<file path="config.mk">
export PLATFORM = sky130hd
export DESIGN_NAME = mult_arbiter
export DESIGN_NICKNAME = d
export VERILOG_FILES = /design/src/rtl/mult_arbiter.sv
export SDC_FILE = /design/constraint.sdc
export NUM_CORES = 1
export LEC_CHECK = 0
export ABC_CLOCK_PERIOD_IN_PS = 4800
export CAP_MARGIN = 0
export CORE_MARGIN = 5
export CORE_UTILIZATION = 30
export CTS_CLUSTER_SIZE = 30
export DETAILED_ROUTE_END_ITERATION = 16
export MAX_ROUTING_LAYER = met4
export SLEW_MARGIN = 40
export SYNTH_ARGS = -nofsm -noshare
export SYNTH_HDL_FRONTEND = slang
export SYNTH_SLANG_ARGS = --single-unit
export TNS_END_PERCENT = 1
</file>
<file path="constraint.sdc">
create_clock -name clk -period 4.8 [get_ports clk]
set_clock_uncertainty 0.2 [all_clocks]
set_input_delay 0.72 -clock clk [delete_from_list [all_inputs] [get_ports clk]]
set_output_delay 0.72 -clock clk [all_outputs]
set_load 0.03 [all_outputs]
</file>
<file path="src/rtl/mult_arbiter.sv">
// rtl/mult_arbiter.sv - two-requester round-robin arbiter feeding a shift-add multiplier
//
// Accepts an operand pair from one of two requesters (valid/ready), multiplies
// it with one shift-add step per cycle over WIDTH cycles, and presents the
// exact 2*WIDTH-bit product with the owner id until the consumer takes it.
//
// Parameters:
//   WIDTH         operand width; product is 2*WIDTH bits
// Ports:
//   clk           rising-edge clock
//   rst_n         asynchronous active-low reset
//   req0_valid    requester 0 has an operand pair
//   req0_a/b      requester 0 operands
//   req0_ready    requester 0 pair accepted this cycle
//   req1_valid    requester 1 has an operand pair
//   req1_a/b      requester 1 operands
//   req1_ready    requester 1 pair accepted this cycle
//   rsp_valid     result available (DONE)
//   rsp_id        requester owning the result
//   rsp_product   unsigned product
//   rsp_ready     consumer takes the result
// Build option:
//   MULT_ARB_ZERO_SKIP_EN  a zero operand goes straight to DONE with product 0

module mult_arbiter #(
    parameter int WIDTH = 4
) (
    input  logic               clk,
    input  logic               rst_n,
    input  logic               req0_valid,
    input  logic [WIDTH-1:0]   req0_a,
    input  logic [WIDTH-1:0]   req0_b,
    output logic               req0_ready,
    input  logic               req1_valid,
    input  logic [WIDTH-1:0]   req1_a,
    input  logic [WIDTH-1:0]   req1_b,
    output logic               req1_ready,
    output logic               rsp_valid,
    output logic               rsp_id,
    output logic [2*WIDTH-1:0] rsp_product,
    input  logic               rsp_ready
);

    localparam int CW = (WIDTH > 1) ? $clog2(WIDTH) : 1;

    typedef enum logic [1:0] {
        IDLE = 2'd0,
        BUSY = 2'd1,
        DONE = 2'd2
    } state_t;

    state_t               state;
    state_t               state_nxt;
    logic                 prio;        // requester favoured when both are valid
    logic                 id_q;
    logic [2*WIDTH-1:0]   mcand_q;     // multiplicand, shifted left each step
    logic [WIDTH-1:0]     mplier_q;    // multiplier, shifted right each step
    logic [2*WIDTH-1:0]   acc_q;
    logic [2*WIDTH-1:0]   acc_sum;
    logic [CW-1:0]        cnt_q;
    logic                 grant_id;
    logic                 accept;
    logic                 last_step;
    logic                 zero_hit;
    logic [WIDTH-1:0]     op_a;
    logic [WIDTH-1:0]     op_b;

    always_comb begin
        grant_id = 1'b0;
        if (req0_valid && req1_valid) begin
            grant_id = prio;
        end else if (req1_valid) begin
            grant_id = 1'b1;
        end
    end

    assign accept     = (state == IDLE) && (req0_valid || req1_valid);
    // rst_n gating keeps both readys low while reset is held, even with valid high
    assign req0_ready = rst_n && accept && !grant_id;
    assign req1_ready = rst_n && accept && grant_id;

    assign op_a      = grant_id ? req1_a : req0_a;
    assign op_b      = grant_id ? req1_b : req0_b;
    assign acc_sum   = acc_q + (mplier_q[0] ? mcand_q : '0);
    assign last_step = (cnt_q == CW'(WIDTH - 1));
    assign rsp_valid = (state == DONE);

`ifdef MULT_ARB_ZERO_SKIP_EN
    assign zero_hit = (op_a == '0) || (op_b == '0);
`else
    assign zero_hit = 1'b0;
`endif

    always_comb begin
        state_nxt = state;
        case (state)
            IDLE: if (accept) state_nxt = zero_hit ? DONE : BUSY;
            BUSY: if (last_step) state_nxt = DONE;
            DONE: if (rsp_ready) state_nxt = IDLE;
            default: state_nxt = IDLE;
        endcase
    end

    always_ff @(posedge clk or negedge rst_n) begin
        if (!rst_n) begin
            state       <= IDLE;
            prio        <= 1'b0;
            id_q        <= 1'b0;
            mcand_q     <= '0;
            mplier_q    <= '0;
            acc_q       <= '0;
            cnt_q       <= '0;
            rsp_product <= '0;
            rsp_id      <= 1'b0;
        end else begin
            state <= state_nxt;
            case (state)
                IDLE: begin
                    if (accept) begin
                        id_q     <= grant_id;
                        prio     <= !grant_id;
                        mcand_q  <= {{WIDTH{1'b0}}, op_a};
                        mplier_q <= op_b;
                        acc_q    <= '0;
                        cnt_q    <= '0;
                        if (zero_hit) begin
                            rsp_product <= '0;
                            rsp_id      <= grant_id;
                        end
                    end
                end
                BUSY: begin
                    acc_q    <= acc_sum;
                    mcand_q  <= mcand_q << 1;
                    mplier_q <= mplier_q >> 1;
                    cnt_q    <= cnt_q + CW'(1);
                    // result registers only change on DONE entry so they hold elsewhere
                    if (last_step) begin
                        rsp_product <= acc_sum;
                        rsp_id      <= id_q;
                    end
                end
                default: ;
            endcase
        end
    end

endmodule
</file>
-- After elaboration in Yosys (flattened, before gate mapping)
Cells that the tools add are included.
- muxes and demuxes: 17
- equal/unequal tests: 6
- $add $sub $neg: 2
- reduce and logical (&&, ||, !) cells: 13
- operators with widths (operator ; number):
    8-bit one-hot mux with 2 select lines ; 2
    8-bit 2-to-1 mux ; 3
    4-bit 2-to-1 mux ; 3
    8-bit adder ; 1
    2-bit 2-to-1 mux ; 4
    4-bit one-hot mux with 2 select lines ; 1
    2-bit one-hot mux with 3 select lines ; 1
    2-bit AND reduction ; 3
    1-bit logical AND ; 5
    2-bit equality test, second input constant ; 2
    2-bit != test, second input constant ; 2
    2-bit one-hot mux with 2 select lines ; 1
    3-bit AND reduction ; 1
    2-bit by 1-bit adder with 2-bit output, second input constant ; 1
    2-bit by 1-bit equality test with 1-bit output, second input constant ; 1
    2-bit logical NOT ; 1
    1-bit 2-to-1 mux ; 2
    2-bit by 1-bit != test with 1-bit output, second input constant ; 1
    2-bit nonzero test ; 1
    1-bit logical NOT ; 1
    1-bit logical OR ; 1
- bits in registers: 35
- bits of input ports: 21

-- Longest topological paths before layout
Gate-level depths: netlist of run 1.
- depth in word-level cells: 5
- depth in mapped cells: 10

-- Least setup slack after synthesis of run 1
Ideal clock, no wire load.
- kind: in2out
- start: input port req0_valid
- end: output port req1_ready
- setup slack: 1727 ps
- arrival time: 2153 ps
- stages on the path: 4
- data required time: 3880 ps
- cells stage by stage: inv_1 > o21ai_0 > buf_2 > nor4b_1
- word-level cells in the longest chain between the ends: 4
- elaborated cells between the ends (all ways): 6
- classes of those cells: 1 x mux; 5 x reduce/logical
- ends and longest elaborated chain (what ; line ; RTL):
    start, declared ; 30 ; input logic req0_valid,
    1-bit logical OR ; 77 ; assign accept = (state == IDLE) && (req0_valid || req1_valid);
    1-bit logical AND ; 77 ;
    1-bit logical AND ; 80 ; assign req1_ready = rst_n && accept && grant_id;
    1-bit logical AND (*) ; 80 ;
    end, declared ; 37 ; output logic req1_ready,
Mark *: on every way between the ends. The rest lies on a longest branch, timed or not.

-- Worst setup path after layout of run 1
- start: input port req0_valid
- end: output port req0_ready
- word-level cells in the longest chain between the ends: 4
- elaborated cells between the ends (all ways): 7
- classes of those cells: 1 x mux; 6 x reduce/logical
- ends and longest elaborated chain (what ; line ; RTL):
    1-bit logical AND or 1-bit logical OR (tied branches) ; 70, 77 ;
    1-bit 2-to-1 mux or 1-bit logical AND (tied branches) ; 70, 77 ;
    1-bit logical NOT or 1-bit logical AND (tied branches) ; 79 ; assign req0_ready = rst_n && accept && !grant_id;
    1-bit logical AND (*) ; 79 ;
    end, declared ; 33 ; output logic req0_ready,
Marks and branches as above.

==> impl_metrics.env, run 1 <==
export IMPL_core_mm2=0.005921
export IMPL_crit_type="in -> out"
export IMPL_p_int_uw=826.7
export IMPL_cts_buffers=5
export IMPL_ir_worst_vdd_v=0.0002107
export IMPL_clkPwrFrac_pct=17.2
export IMPL_grt_setup_unrepaired="false"
export IMPL_num_vias=1435
export IMPL_clock_latency_ns=0.29
export IMPL_post_cts_buffers=0
export IMPL_tightest_slew_ns=0.4869
export IMPL_hpwl_mm=2.932
export IMPL_htreeDepth=2
export IMPL_vias_per_cell=4.965
export IMPL_dp_slack_ns=1.152
export IMPL_worstPathArrival_ns=2.54
export IMPL_cts_tree="built"
export IMPL_overflow=0
export IMPL_max_slew_margin_pct=67.54
export IMPL_die_area_mm2=0.007745
export IMPL_critPathCaptureType="output port"
export IMPL_path_delay_family="buffers and inverters"
export IMPL_finalNonFillerCells=289
export IMPL_synthesis_nets=209
export IMPL_cts_resized=0
export IMPL_synth_cell_type_count=38
export IMPL_crit_required_ns=3.88
export IMPL_critical_path_most_common_cell="clkdlybuf4s50_1"
export IMPL_nNetsFinal=243
export IMPL_fp_dieW_um=88.01
export IMPL_grt_pass1_vias=1366
export IMPL_worst_path_buf_inv=4
export IMPL_critPathMaxFanout=10
export IMPL_drcViolationCount=0
export IMPL_start_util_pct=30.83
export IMPL_n_antenna_cell=0
export IMPL_synthArstFlopShare_pct=100.0
export IMPL_grt_max_degree=23
export IMPL_final_max_slew_violation_count=0
export IMPL_firstDrtPassIters=4
export IMPL_finalCritPeriodShare_pct=72.04
export IMPL_synth_area_per_cell_um2=10.20
export IMPL_antenna_found_initial=0
export IMPL_cpPeakStageDelay_ns=0.67
export IMPL_crit_path_top_delay_cell="clkdlybuf4s50_1"
export IMPL_hold_path_class="in -> async"
export IMPL_synth_edf_count=0
export IMPL_setup_tns_ns=0
export IMPL_maxCapViolCount=0
export IMPL_total_leakage_power_nw=1.119
export IMPL_p_total_mw=1.383
export IMPL_critPathLaunchType="input pin"
export IMPL_clock_path_buffers=2
export IMPL_switching_share_pct=40.23
export IMPL_finalWeightedCongestion=0.7927
export IMPL_ys_seq_area_share_pct=47.98
export IMPL_final_common_cell="dfrtp_1"
export IMPL_syn2layout_area_growth_pct=27.62
export IMPL_drive_gt1_share_pct=9.346
export IMPL_drtIter0Drc=85
export IMPL_fmax_mhz=289.2
export IMPL_setup_viol=0
export IMPL_fin_ws_ns=1.342
export IMPL_layout_common_cells="35 x dfrtp_1, 31 x clkdlybuf4s50_1, 22 x nand2_1, 16 x o21ai_0, 11 x nand3_1"
export IMPL_placement_rows=28
export IMPL_grt_pass1_wl_mm=6.803
export IMPL_die_h_um=88.01
export IMPL_power_density_mw_per_mm2=593.7
export IMPL_track_usage_pct=11.86
export IMPL_clkTransAtPathRegs_ns=0.07
export IMPL_netlist_area_mm2=0.001826
export IMPL_p_sw_uw=556.4
export IMPL_cts_hold_buf=0
export IMPL_ant_nets=0
export IMPL_routed_wl_mm=3.996
export IMPL_num_io_pins=33
export IMPL_final_util_pct=39.35
export IMPL_layout_min_cycle_time_ns=3.458
export IMPL_portBuffers=32
export IMPL_dpl_cell_count=281
export IMPL_synthFlopType="dfrtp_1"
export IMPL_wl_per_cell_um=13.83
export IMPL_yosys_warnings=0
export IMPL_syn_instance_count=179
export IMPL_seq_power_share_pct=36.7
export IMPL_combPwrFrac_pct=46.1
export IMPL_hold_violations=0
export IMPL_ctsRootBufferMaster="clkbuf_8"
export IMPL_synth_seq_cells=35
export IMPL_cts_num_sinks=35
export IMPL_status="finished clean"
export IMPL_path_cells="clkdlybuf4s50_1, inv_1, o21ai_1, buf_4, nand2_1, nor2_1, clkdlybuf4s50_1"
[state kept, by name, indices dropped and copies added (netlist names)]
signal       flops
state            2
mplier_q         4
rsp_id           1
id_q             1
acc_q            8
prio             1
rsp_product      8
mcand_q          8
cnt_q            2
[layer usage]
layer | vias up | routed length, µm | track usage [%]
met5 | - | 0 | -
met4 | 0 | 84 | 5.439
met3 | 10 | 181 | 2.258
met2 | 33 | 1828 | 16.58
met1 | 680 | 1902 | 16.47
li1 | 712 | - | -
[worst paths after layout]
path	startpoint	to	slack (ns)	cells after the start
setup / recovery	req0_valid	req0_ready	1.34	7
setup reg to reg	mplier_q[0]	acc_q[6]	2.18	9
max in group asynchronous	rst_n	rsp_product[0]	3.66	2
min in group clk	mcand_q[6]	mcand_q[7]	0.28	2
hold reg to reg	mcand_q[6]	mcand_q[7]	0.28	2
hold / removal	rst_n	mplier_q[3]	0.13	1
[final cells by class]
class / instances / area (µm²)
clock buffer: 8 / 100.1
fill: 589 / 3591
inverter: 6 / 22.52
multi-input combinational: 129 / 892.1
sequential: 35 / 875.8
tap: 75 / 93.84
timing repair buffer: 36 / 345.3
[synthesized netlist by cell type (2+ instances only)]
cell,n,area (µm²)
a21o_1,3,22.52
a21oi_1,5,25.02
a22o_1,3,26.28
a22oi_1,6,45.04
and2_1,8,50.05
clkbuf_1,8,30.03
dfrtp_1,35,875.8
ha_1,8,100.1
inv_1,6,22.52
mux2_2,6,67.56
mux2i_1,8,80.08
nand2_1,22,82.58
nand2b_1,2,12.51
nand3_1,11,55.05
nor2_1,3,11.26
o21a_1,3,22.52
o21ai_0,18,90.09
xnor2_1,4,35.03
[metrics by stage]
| step | instance area, µm² | hold slack [ns] |
|---|---|---|
| 2_1_floorplan | 1826 | 0.2244 |
| 3_3_place_gp | 2235 | 0.2614 |
| 3_5_place_dp | 2235 | 0.2677 |
| 4_1_cts | 2335 | 0.2849 |
| 5_1_grt | 2330 | 0.1574 |
| 6_report | 2330 | 0.1342 |
[cell families (layout without fill, tap and decap cells)]
group | after synthesis | in the layout | share of synthesized area (%)
and+or+nand+nor | 52 | 52 | 14.12
buffers and inverters | 15 | 50 | 3.153
muxes | 14 | 14 | 8.088
DFF | 35 | 35 | 47.98
AOI/OAI and AO/OA | 50 | 50 | 18.16
adders and majority gates | 9 | 9 | 6.580
xor gates and xnor gates | 4 | 4 | 1.919
[power by group through the flow]
| stage | sequential, mW | clock, mW | combinational (mW) |
|---|---|---|---|
| finish | 0.508 | 0.237 | 0.638 |
| global route | 0.527 | 0.255 | 0.712 |
| CTS | 0.510 | 0.246 | 0.648 |
| detailed placement | 0.515 | 0 | 0.646 |
| global placement | 0.511 | 0 | 0.634 |
| floorplan | 0.546 | 0 | 0.398 |
Note: power is estimated with default switching activity, not from simulation.
==> run 2, diff against run 1 <==
--- a/config.mk
+++ b/config.mk
@@ -5,7 +5,7 @@
 export SDC_FILE = /design/constraint.sdc
 export NUM_CORES = 1
 export LEC_CHECK = 0
-export ABC_CLOCK_PERIOD_IN_PS = 4800
+export ABC_CLOCK_PERIOD_IN_PS = 3500
 export CAP_MARGIN = 0
 export CORE_MARGIN = 5
 export CORE_UTILIZATION = 30
==> constraint.sdc (replaced) <==
create_clock -name clk -period 3.5 [get_ports clk]
set_clock_uncertainty 0.2 [all_clocks]
set_input_delay 0.525 -clock clk [delete_from_list [all_inputs] [get_ports clk]]
set_output_delay 0.525 -clock clk [all_outputs]
set_load 0.03 [all_outputs]
==> run 2 against run 1 <==
Net effect:
- power grew 45%
- flip-flop and latch count is the same
- design area grew 1.6%
- combinational power grew 37%
- setup slack lost 0.46 ns
- die area is the same
- critical path depth grew 2
- worst hold slack gained 0.14 ns
- core utilization grew 0.61 points
- clock-buffer cell count shrank 3
- register-to-register slack lost 1.3 ns
- critical path type is now reg -> reg
==> impl_metrics.env, run 2 (synthesized netlist as in run 1, its figures left out) <==
export IMPL_use_met2_pct=17.81
export IMPL_r2r_start="mplier_q[0]"
export IMPL_grt_pass1_wl_mm=6.789
export IMPL_use_met3_pct=3.669
export IMPL_ir_worst_vdd_v=0.0003466
export IMPL_vias_per_cell=4.941
export IMPL_maxCapViolCount=0
export IMPL_cts_num_sinks=35
export IMPL_finalWeightedCongestion=0.8006
export IMPL_portBuffers=32
export IMPL_nNetsFinal=243
export IMPL_cts_resized=0
export IMPL_syn2layout_area_growth_pct=29.61
export IMPL_final_common_cell="dfrtp_1"
export IMPL_die_area_mm2=0.007745
export IMPL_busiest_layer="met2"
export IMPL_overflow=0
export IMPL_die_h_um=88.01
export IMPL_hpwl_mm=2.838
export IMPL_hold_violations=0
export IMPL_final_util_pct=39.96
export IMPL_wl_per_cell_um=13.64
export IMPL_finalNonFillerCells=289
export IMPL_firstDrtPassIters=4
export IMPL_rrSetupSlack_ns=0.88
export IMPL_r2r_end="acc_q[6]"
export IMPL_critPathLaunchType="register"
export IMPL_num_io_pins=33
export IMPL_start_util_pct=30.83
export IMPL_setup_tns_ns=0
export IMPL_status="finished clean"
export IMPL_critPathMaxFanout=10
export IMPL_core_mm2=0.005921
export IMPL_path_cells="and2_1, ha_1, inv_1, fa_1, nor2b_4, o31a_1, o21a_1, or3_1, a32o_1"
export IMPL_clock_latency_ns=0.29
export IMPL_dpl_cell_count=281
export IMPL_crit_type="reg -> reg"
export IMPL_layout_min_cycle_time_ns=2.620
export IMPL_max_slew_margin_pct=63.20
export IMPL_fmax_mhz=381.6
export IMPL_cts_tree="built"
export IMPL_hold_path_class="reg -> reg"
export IMPL_clock_path_buffers=2
export IMPL_power_density_mw_per_mm2=847.1
export IMPL_htreeDepth=2
export IMPL_layout_common_cells="35 x dfrtp_1, 30 x clkdlybuf4s50_1, 22 x nand2_1, 16 x o21ai_0, 11 x nand3_1"
export IMPL_clkTransAtPathRegs_ns=0.08
export IMPL_ctsRootBufferMaster="clkbuf_8"
export IMPL_path_delay_family="compound AO/OA/AOI/OAI gates"
export IMPL_holdPathStages=2
export IMPL_worstPathArrival_ns=2.59
export IMPL_antenna_found_initial=0
export IMPL_cts_buffers=5
export IMPL_ant_nets=0
export IMPL_hold_start="rsp_product[1]"
export IMPL_cpPeakStageDelay_ns=0.49
export IMPL_worst_path_buf_inv=1
export IMPL_grt_max_degree=36
export IMPL_drcViolationCount=0
export IMPL_finalCritPeriodShare_pct=74.86
export IMPL_crit_required_ns=3.47
export IMPL_final_max_slew_violation_count=0
export IMPL_num_vias=1428
export IMPL_hold_end="rsp_product[1]"
export IMPL_fp_dieW_um=88.01
export IMPL_placement_rows=28
export IMPL_top_regs="acc_q (8), mcand_q (8), rsp_product (8)"
export IMPL_cts_hold_buf=0
export IMPL_routed_wl_mm=3.941
export IMPL_timing_reg2reg_worst_path_depth=9
export IMPL_track_usage_pct=11.90
export IMPL_fill_cells=594
export IMPL_grt_util_met1_pct=15.35
export IMPL_post_cts_buffers=0
export IMPL_critPathCaptureType="register"
export IMPL_drtIter0Drc=34
export IMPL_drive_gt1_share_pct=10.28
export IMPL_whs_ns=0.2778
export IMPL_grt_setup_unrepaired="false"
export IMPL_setup_viol=0
export IMPL_total_leakage_power_nw=1.136
export IMPL_grt_pass1_vias=1399
export IMPL_crit_path_top_delay_cell="dfrtp_1"
export IMPL_tightest_slew_ns=0.5520
export IMPL_n_antenna_cell=0
[run 2: final cells by class]
| class | count | area, µm² | share of cell area (%) |
|---|---|---|---|
| clock buffers | 5 | 68.82 | 2.909 |
| repair buffers | 36 | 345.3 | 14.60 |
| flip-flops and latches | 35 | 875.8 | 37.02 |
| multi-input cells | 129 | 892.1 | 37.70 |
| inverters | 6 | 22.52 | 0.9519 |
| clock inverters | 3 | 67.56 | 2.856 |
| well taps | 75 | 93.84 | 3.966 |
[run 2: metrics by stage]
step | power, mW | setup slack (ns) | instance area (µm²)
CTS | 2.028 | 0.8824 | 2366
global placement | 1.570 | 0.9842 | 2230
global route | 2.173 | 0.7454 | 2366
detailed placement | 1.590 | 0.9185 | 2230
floorplan | 1.295 | 0.8167 | 1826
finish | 2.004 | 0.8798 | 2366
[run 2: worst max-delay path by stage]
stage | startpoint | to | slack, ns | depth (start not counted)
floorplan | req0_valid | req1_ready | 0.82 | 4
global placement | mplier_q[0] | acc_q[6] | 0.98 | 9
detailed placement | mplier_q[0] | acc_q[6] | 0.92 | 9
CTS | mplier_q[0] | acc_q[6] | 0.88 | 9
global route | mplier_q[0] | acc_q[6] | 0.75 | 9
finish | mplier_q[0] | acc_q[6] | 0.88 | 9
[run 2: routing by layer]
metal	part of all wire, %	routed length [µm]	vias up
li1	-	-	705
met4	1.5	59	0
met1	48	1873	685
met5	0	0	-
met3	5.0	199	5
met2	46	1809	33
[run 2: power breakdown]
part	total [mW]	internal, mW	switching, mW
clock	0.434	0.284	0.150
sequential	0.694	0.577	0.118
combinational	0.876	0.375	0.501
total	2.00	1.24	0.769
[run 2: tightest hold or removal path, cell delays in order, from the launching register on]
cell	delay [ns]
dfrtp_1	0.34
nand2_1	0.04
o21ai_0	0.06
==> run 3, diff against run 2 <==
--- a/config.mk
+++ b/config.mk
@@ -5,7 +5,7 @@
 export SDC_FILE = /design/constraint.sdc
 export NUM_CORES = 1
 export LEC_CHECK = 0
-export ABC_CLOCK_PERIOD_IN_PS = 3500
+export ABC_CLOCK_PERIOD_IN_PS = 2300
 export CAP_MARGIN = 0
 export CORE_MARGIN = 5
 export CORE_UTILIZATION = 30
==> constraint.sdc (replaced) <==
create_clock -name clk -period 2.3 [get_ports clk]
set_clock_uncertainty 0.2 [all_clocks]
set_input_delay 0.345 -clock clk [delete_from_list [all_inputs] [get_ports clk]]
set_output_delay 0.345 -clock clk [all_outputs]
set_load 0.03 [all_outputs]
==> run 3 against run 2 <==
Net effect:
- the flow now finishes with violations (setup timing)
- fmax increased by 13%
- cell count grew 3.5%
- critical path depth unchanged
- sequential share of layout area fell by 1.4 points
- critical endpoint unchanged
- clock power grew 10%
- core utilization up 1.6 points
- largest power group unchanged
==> impl_metrics.env, run 3 (synthesized netlist as in run 1, its figures left out) <==
export IMPL_grt_pass1_wl_mm=7.031
export IMPL_critPathCaptureType="register"
export IMPL_hold_path_class="reg -> reg"
export IMPL_layout_common_cells="35 x dfrtp_1, 30 x clkdlybuf4s50_1, 21 x nand2_1, 16 x o21ai_0, 16 x buf_4"
export IMPL_num_io_pins=33
export IMPL_wl_per_cell_um=13.52
export IMPL_ctsRootBufferMaster="clkbuf_8"
export IMPL_ant_nets=0
export IMPL_setup_viol=1
export IMPL_total_leakage_power_nw=1.177
export IMPL_clock_path_buffers=2
export IMPL_nNetsFinal=253
export IMPL_fill_cells=582
export IMPL_start_util_pct=30.83
export IMPL_num_vias=1452
export IMPL_cts_tree="built"
export IMPL_fp_dieW_um=88.01
export IMPL_crit_required_ns=2.27
export IMPL_overflow=0
export IMPL_top_regs="acc_q (8), mcand_q (8), rsp_product (8)"
export IMPL_clkTransAtPathRegs_ns=0.07
export IMPL_ir_worst_vdd_v=0.0004124
export IMPL_track_usage_pct=12.25
export IMPL_cts_num_sinks=35
export IMPL_placement_rows=28
export IMPL_fmax_mhz=431.0
export IMPL_final_common_cell="dfrtp_1"
export IMPL_grt_setup_unrepaired="true"
export IMPL_fin_ws_ns=-0.02040
export IMPL_worstPathArrival_ns=2.29
export IMPL_vias_per_cell=4.856
export IMPL_drcViolationCount=0
export IMPL_max_slew_margin_pct=61.20
export IMPL_grt_pass1_vias=1466
export IMPL_drive_gt1_share_pct=18.30
export IMPL_final_max_slew_violation_count=0
export IMPL_die_area_mm2=0.007745
export IMPL_tightest_slew_ns=0.5821
export IMPL_ff_latch_area_um2=875.8
export IMPL_violations="setup timing"
export IMPL_rrSetupSlack_ns=-0.02
export IMPL_routed_wl_mm=4.042
export IMPL_multiInputGateArea_um2=945.9
export IMPL_portBuffers=32
export IMPL_critPathMaxFanout=4
export IMPL_n_antenna_cell=0
export IMPL_maxCapViolCount=0
export IMPL_crit_type="reg -> reg"
export IMPL_finalWeightedCongestion=0.8073
export IMPL_cts_buffers=5
export IMPL_p_total_mw=3.000
export IMPL_power_density_mw_per_mm2=1220
export IMPL_syn2layout_area_growth_pct=34.68
export IMPL_hpwl_mm=2.970
export IMPL_antenna_found_initial=0
export IMPL_core_mm2=0.005921
export IMPL_finalCritPeriodShare_pct=100.9
export IMPL_finalNonFillerCells=299
export IMPL_dpl_cell_count=290
export IMPL_hold_violations=0
export IMPL_grt_max_degree=21
export IMPL_holdPathStages=2
export IMPL_layout_min_cycle_time_ns=2.320
export IMPL_firstDrtPassIters=4
export IMPL_critPathLaunchType="register"
export IMPL_status="finished, violations left"
export IMPL_clock_latency_ns=0.28
export IMPL_htreeDepth=2
export IMPL_timing_reg2reg_worst_path_depth=9
export IMPL_drtIter0Drc=85
export IMPL_die_h_um=88.01
export IMPL_setup_tns_ns=-0.02040
[run 3: changes by cell type in the layout (fill, tap and decap cells not counted), sizes merged]
cell | previous run | this run
clkinvlp | 1 | 0
bufinv | 2 | 0
clkbuf | 5 | 8
buf | 6 | 16
[run 3: per-layer routing]
layer,up-vias,part of all wire [%],GRT usage (%)
met3,5,5.3,3.198
met5,-,0,-
met2,31,46,19.04
met1,685,48,15.39
li1,731,-,-
met4,0,1.3,4.324
[run 3: cell type report]
class,count,share of cell area [%]
tap,75,3.817
sequential,35,35.62
timing repair buffer,46,17.10
clock buffer,8,4.071
multi-input combinational,129,38.47
inverter,6,0.9160
[run 3: power by group]
group | switching, mW | total (mW) | internal, mW
clock | 0.205 | 0.478 | 0.273
sequential | 0.179 | 1.06 | 0.878
combinational | 0.797 | 1.46 | 0.667
[run 3: timing repair]
action,4_1_cts,5_1_grt
hold buffers,0,0
endpoints found under the setup margin,4,7
setup buffers,0,1
hold endpoints to repair,0,0
gates resized for setup,3,5
pin swaps,1,7
[run 3: through the flow]
stage	hold slack, ns	setup WS [ns]	area, µm²	util (%)
floorplan	-0.1506	-0.1230	1841	-
global placement	0.2632	-0.04000	2302	38.88
detailed placement	0.2729	-0.08597	2302	38.88
CTS	0.2870	-0.07201	2420	40.87
global route	0.3197	-0.1086	2459	41.53
finish	0.2791	-0.02040	2459	41.53
[run 3: final timing paths]
path | from | to
worst max-delay path | mplier_q[0] | acc_q[6]
worst min-delay path | rsp_product[1] | rsp_product[1]
worst max register to register | mplier_q[0] | acc_q[6]
worst min register to register | rsp_product[1] | rsp_product[1]
max in group asynchronous | rst_n | acc_q[7]
min in group asynchronous | rst_n | prio
[run 3: worst max-delay path: stages (launching register included)]
cell     delay [ns]
dfrtp_1        0.40
and2_4         0.15
ha_4           0.15
inv_2          0.05
fa_2           0.23
nor2b_4        0.04
o31a_1         0.24
o21a_1         0.18
or3_1          0.33
a32o_1         0.23
